==> src/rtl/score_tally.sv <==
// score_tally: saturating score keeper with animated display value, high score and new-high blink
// Ports: clk, reset (async, active-high); pts_valid/pts_value point award; new_game, game_over strobes;
//        score (true total), disp_score (animated, to BCD converter), high_score, new_high (blink), busy
module score_tally #(
    parameter int MAX_SCORE   = 999999,
    parameter int TICK_DIV    = 500000,
    parameter int BLINK_TICKS = 25
) (
    input  logic        clk,
    input  logic        reset,
    input  logic        pts_valid,
    input  logic [7:0]  pts_value,
    input  logic        new_game,
    input  logic        game_over,
    output logic [19:0] score,
    output logic [19:0] disp_score,
    output logic [19:0] high_score,
    output logic        new_high,
    output logic        busy
);
    localparam int TW = $clog2(TICK_DIV);
    localparam int BW = $clog2(BLINK_TICKS) + 1;
    typedef enum logic {PLAY, OVER} state_t;
    state_t state;
    logic [TW-1:0] tick_cnt;
    logic [BW-1:0] blink_cnt;
    logic nh_flag, blink_phase, tick;
    logic [20:0] sum;
    logic [19:0] score_next, diff, step;
    always_comb begin
        tick = tick_cnt == TW'(TICK_DIV - 1);
        sum = {1'b0, score} + {13'd0, pts_value};
        score_next = !pts_valid ? score : sum > 21'(MAX_SCORE) ? 20'(MAX_SCORE) : sum[19:0];
        diff = score - disp_score;
        // big gaps close geometrically; diff>>3 never exceeds diff, so no overshoot
        step = diff >= 20'd256 ? diff >> 3 : 20'd1;
    end
    assign new_high = nh_flag & blink_phase;
    assign busy = disp_score != score;
    always_ff @(posedge clk or posedge reset) begin
        if (reset) begin
            state <= PLAY;
            tick_cnt <= '0;
            blink_cnt <= '0;
            nh_flag <= 1'b0;
            blink_phase <= 1'b0;
            score <= '0;
            disp_score <= '0;
            high_score <= '0;
        end else begin
            tick_cnt <= tick ? '0 : tick_cnt + TW'(1);
            if (new_game) begin
                state <= PLAY;
                score <= '0;
                disp_score <= '0;
                nh_flag <= 1'b0;
                blink_phase <= 1'b0;
                blink_cnt <= '0;
            end else begin
                if (tick && disp_score < score)
                    disp_score <= disp_score + step;
                if (tick && nh_flag) begin
                    blink_cnt <= blink_cnt == BW'(BLINK_TICKS - 1) ? '0 : blink_cnt + BW'(1);
                    if (blink_cnt == BW'(BLINK_TICKS - 1))
                        blink_phase <= ~blink_phase;
                end
                // commit is placed after the blink update so it wins if both land on one cycle
                if (state == PLAY) begin
                    score <= score_next;
                    if (game_over) begin
                        state <= OVER;
                        if (score_next > high_score) begin
                            high_score <= score_next;
                            nh_flag <= 1'b1;
                            blink_phase <= 1'b1;
                            blink_cnt <= '0;
                        end
                    end
                end
            end
        end
    end
endmodule

==> config.mk <==
export PLATFORM = sky130hd
export DESIGN_NAME = score_tally
export DESIGN_NICKNAME = d
export VERILOG_FILES = /design/src/rtl/score_tally.sv
export SDC_FILE = /design/constraint.sdc
export NUM_CORES = 1
export LEC_CHECK = 0
export BUFFER_PORTS_ARGS = -buffer_cell sky130_fd_sc_hd__clkbuf_2
export CAP_MARGIN = 20
export CORE_UTILIZATION = 30
export CTS_CLUSTER_DIAMETER = 80
export DETAILED_ROUTE_END_ITERATION = 8
export PLACE_DENSITY = 0.57
export SYNTH_ARGS = -nofsm -noshare
export SYNTH_HDL_FRONTEND = slang
export SYNTH_SLANG_ARGS = --single-unit
==> constraint.sdc <==
create_clock -name clk -period 5.91 [get_ports clk]
set_clock_uncertainty 0.2 [all_clocks]
set_input_delay 0.2955 -clock clk [delete_from_list [all_inputs] [get_ports clk]]
set_output_delay 0.2955 -clock clk [all_outputs]
set_load 0.02 [all_outputs]
== Word level (Yosys, flattened, before mapping) ==
Index checks and enable logic that the tools add are counted.

* Bits in latches: 0
* Memory bits (read-only): 0
* Logic and storage cells: 59
* Memories: 0
* Flip-flop bits (word level): 88
* Bits in writable memories: 0
* Input bits: 13
* Output and inout bits: 62

* Bitwise operators: 4
* Mux-type cells: 27
* Reduce and logical (&&, ||, !) cells: 7
* Equality and inequality tests: 4
* $lt $le $gt $ge: 4
* Div/mod/pow operators: 0
* Add/sub/neg operators: 5
* Multipliers: 0
* Shift-type cells: 0

{| class="wikitable"
|+ Operator list
! operator !! count
|-
| $mux 20 || 6
|-
| $mux 6 || 6
|-
| $add 20x8->21 || 1
|-
| $gt 21x20->1 const B || 1
|-
| $add 20x17->20 || 1
|-
| $ge 20x9->1 const B || 1
|-
| $gt 20x20->1 || 1
|-
| $lt 20x20->1 || 1
|-
| $ne 20x20->1 || 1
|-
| $sub 20x20->20 || 1
|-
| $add 19x1->19 const B || 1
|-
| $eq 19x19->1 const B || 1
|-
| $mux 19 || 1
|-
| $mux 17 || 1
|-
| $mux 1 || 13
|-
| $add 6x1->6 const B || 1
|-
| $eq 6x5->1 const B || 1
|-
| $reduce_bool 2->1 || 3
|-
| $reduce_and 4->1 || 1
|-
| $not 1->1 || 3
|-
| $reduce_and 3->1 || 1
|-
| $logic_and 1x1->1 || 2
|-
| $ne 2x2->1 const B || 1
|-
| $and 1x1->1 || 1
|}

== Logic depth before layout (Yosys ltp) ==
* Word-level depth: 9
* Depth in mapped cells: 24
* Gate-level depth less buffers: 23

== Worst setup path after synthesis ==
No wires, ideal clock.

* Path kind: register to register
* From: reg score[0]
* To: reg high_score[1]
* Data required time: 5.585 ns
* Buffers on the path: 3
* Path slack: 0.356 ns
* Arrival: 5.230 ns
* Stages on the path, launching flop included: 24
* Clock period less this slack: 5.554 ns
* Cells stage by stage: dfrtp_1 ha_1 fa_1 a211oi_1 o211a_1 or2_1 nor3_1 nand3_1 a211o_1 o21bai_4 buf_6 o211ai_1 and2_1 ha_1 and3_1 nand4_1 nor4_1 a2111oi_0 o41ai_1 or2_2 clkbuf_1 nor2_2 buf_2 mux2_2

* Longest elaborated chain between the ends: 6

{| class="wikitable"
|+ Ends and longest elaborated chain
! item !! RTL line !! source
|-
| from (decl) || 15 || <nowiki>output logic [19:0] score,</nowiki>
|-
| from (signal assigned) || 69 || <nowiki>score <= score_next;</nowiki>
|-
| $add 20x8->21 (*) || 32 || <nowiki>sum = {1'b0, score} + {13'd0, pts_value};</nowiki>
|-
| $gt 21x20->1 || 33 || <nowiki>score_next = !pts_valid ? score : sum > 21'(MAX_SCORE) ? 20'(MAX_SCORE) : sum[19:0];</nowiki>
|-
| $mux 20 (*) (2 in a row) || 33 ||
|-
| named net score_next[11] || 29 || <nowiki>logic [19:0] score_next, diff, step;</nowiki>
|-
| $gt 20x20->1 (*) || 72 || <nowiki>if (score_next > high_score) begin</nowiki>
|-
| $reduce_and 4->1 (no line) (*) || -- ||
|-
| to (signal assigned) || 73 || <nowiki>high_score <= score_next;</nowiki>
|-
| to (decl) || 17 || <nowiki>output logic [19:0] high_score,</nowiki>
|}

Mark *: on every way through the listed nets, which the timed path passes. The rest lies on a longest branch.
A chain may end at the register's enable or synchronous reset.

== Worst setup path after layout ==
* From: reg score[0]
* To: reg high_score[12]

The elaborated chain is that of the path after synthesis.

==> run metrics <==
Die W 157.7 microns; Inserted Diodes 0; max-cap violations 0; routed vias 6314; Reg clk slew, reported paths 0.07 ns; clk_lat worst skew 0.36 ns; sequential cell area fraction in the yosys report 0.3028; Cells after Synth 837; fin. max-slew vios 0; Starting Density 0.3080; final worst path period need 5.582 ns; Max VDD drop 90.12 uV; CTS max path bufs 2; Layout Nets 1005; fin worst setup slack 0.3275 ns; Post-Place Worst Slack -0.1461 ns; Worst slew margin 0.4136; Tightest Pin Transition 0.8796 ns; row cnt 56; die area 24870 sq um; largest net degree at the start of global routing 68; post-route ant nets 0; routed len/inst 15.81 microns; proportion of layout cells with a drive suffix above 1 0.1922; pwr/cell area 203.6 nW/um^2; Hold WC Path Type in -> async; crit path DAT 5.62 ns; final number of hold-violating endpoints 0; I/O pin total 75; syn_nets 921; H-Tree Depth 3; Routed WL 19680 microns; Cell Area, Synth 7272 sq um; vias in the first global route 6190; Netlist cell types 74; Via density 5.071; Core ar. 23610 sq um; Initial DRT Pass Iterations 4; main flop type after synthesis dfrtp_1; register area 2202 sq um; register bit total from synthesis 88; Mean Syn Cell Area 8.688 sq um; Post-synth EDFFs 0; period utilization 0.9446; Inst Count DP 1224; reg2reg start score[0]$_DFFE_PP0P_; first-pass GRT wire length 32380 microns; Worst Setup SP score[0]$_DFFE_PP0P_; GR Overflow Total 0; Worst Setup Start Kind flop; Req. time, crit path 5.95 ns; GRT Overall Usage 0.1676; # port buffers 74; clk root buf clkbuf_16; fmax 0.1791 GHz; crit path kind reg -> reg; Sink Count 88; FFs w/ async S/R, synth 1.000; Routability Congestion 0.8975; total of fill cells in the finished design 2439; chip height 157.7 microns; Leak Pwr 3.948 nW; crit end category flop; status finished, final reports clean; initial DRC count 267; CP Max Fanout 17; initial antenna violation count 0; area of the multi-input gates 4777 sq um; fin cells 1245; # DRC 0; final-report setup violation count 0; synth warn 0; synthesis-to-finish area growth 17.19%; cts bufs inserted 9; DPL Wire Length 15180 microns; CTS tree built
-- through the flow --
stage	cell area [sq um]	setup TNS [ns]	hold slack, ns	utilization	power [mW]
floorplan	7272	0	0.2372	-	1.023
CTS	8401	0	0.2435	0.3558	1.732
global placement	8080	-0.1553	0.07598	0.3422	1.138
global route	8522	-0.3871	0.2659	0.3609	1.838
detailed placement	8080	-0.1461	0.08335	0.3422	1.140
finish	8522	0	0.2336	0.3609	1.735
-- kinds of logic (layout without fill, tap and decap cells) --
| kind of cell | count (synthesis) | count (layout) | synth area share |
|---|---|---|---|
| adders and majority gates | 71 | 71 | 0.1253 |
| AOI/OAI and AO/OA | 211 | 211 | 0.2060 |
| and+or+nand+nor | 282 | 282 | 0.1991 |
| xor gates and xnor gates | 63 | 63 | 0.07588 |
| DFF | 88 | 88 | 0.3028 |
| muxes | 25 | 25 | 0.03682 |
| buffers and inverters | 97 | 186 | 0.05420 |
-- report_power, final --
| group | internal, mW | switching (mW) | total (mW) | leakage (nW) |
|---|---|---|---|---|
| combinational | 0.219 | 0.313 | 0.532 | 2.64 |
| clock | 0.303 | 0.277 | 0.580 | 0.140 |
| sequential | 0.609 | 0.0137 | 0.623 | 1.17 |
| total | 1.13 | 0.604 | 1.74 | 3.95 |
-- path summary, 6_finish.rpt --
kind,to,slack (ns),cells after the start
worst min-delay path,tick_cnt[2]$_DFF_PP0_,0.23,3
worst max-delay path,high_score[12]$_DFFE_PP0P_,0.33,22
worst min register to register,tick_cnt[0]$_DFF_PP0_,0.29,1
max in group asynchronous,score[9]$_DFFE_PP0P_,4.06,4
min in group clk,score[0]$_DFFE_PP0P_,0.25,4
worst max register to register,high_score[12]$_DFFE_PP0P_,0.33,22
-- cell type report --
cell class | count | area share
clock inverter | 6 | 0.006020
clock buffer | 10 | 0.02804
timing repair buffer | 103 | 0.07047
sequential | 88 | 0.2584
tap | 319 | 0.04684
inverter | 67 | 0.02966
multi-input combinational | 652 | 0.5606
-- synthesized netlist by cell type (9+ instances only) --
cell,number,area share
clkbuf_1,21,0.011
a21o_1,23,0.024
dfrtp_1,88,0.30
xor2_1,24,0.029
a31oi_1,11,0.0095
nor2_1,66,0.034
a211oi_1,9,0.0093
ha_1,68,0.12
and3_1,13,0.011
nand3_1,24,0.017
inv_1,65,0.034
mux2i_1,11,0.015
a21oi_1,56,0.039
nand4_1,16,0.014
o21a_1,10,0.010
nor3_1,22,0.015
o21ai_0,27,0.019
mux2_2,14,0.022
o22a_1,9,0.011
nand2_1,73,0.038
xnor2_1,39,0.047
and2_1,9,0.0077
or3_1,13,0.011
-- registers in the layout, indices dropped and copies added, names as in the netlist --
| name | count |
|---|---|
| disp_score | 20 |
| high_score | 20 |
| score | 20 |
| tick_cnt | 19 |
| blink_cnt | 6 |
| blink_phase | 1 |
| nh_flag | 1 |
| state | 1 |
-- critical path, stage by stage (launching register included) --
cell	delay, ns
dfrtp_1	0.42
ha_1	0.23
fa_1	0.44
a211oi_2	0.29
o211a_2	0.30
nor3b_4	0.10
o21a_1	0.15
nor3b_1	0.30
a211oi_2	0.08
buf_4	0.16
o21bai_4	0.17
buf_6	0.21
o22a_1	0.19
ha_1	0.23
and3_1	0.19
nand4_1	0.12
nor4_1	0.08
a2111oi_1	0.36
o41ai_1	0.15
or2_2	0.38
nor2_2	0.13
buf_6	0.21
mux2_2	0.35
-- layer usage --
metal	global-route usage	up-vias	routed length [microns]
li1	-	3185	-
met1	0.2305	3013	9933
met2	0.2696	104	8940
met3	0.02655	12	587
met4	0.04669	0	216
met5	0	-	0
-- cells in the final DEF (no fill, tap or decap), types with 10 or more instances in the layout --
cell type,n
dfrtp_1,88
clkbuf_2,74
nand2_1,73
ha_1,68
nor2_1,65
inv_1,64
a21oi_1,54
xnor2_1,39
o21ai_0,26
buf_4,25
nand3_1,24
xor2_1,24
a21o_1,23
nor3_1,21
nand4_1,16
mux2_2,14
and3_1,13
or3_1,13
a31oi_1,11
mux2i_1,11
o21a_1,10
-- repair_timing --
action / CTS / global route
hold buffers: 2 / 0
endpoints found under the setup margin: 1 / 26
pin swaps: 0 / 4
gates resized for setup: 2 / 20
endpoints found under the hold margin: 22 / 0
setup buffers: 0 / 3
Note: power is estimated with default switching activity, not from simulation.
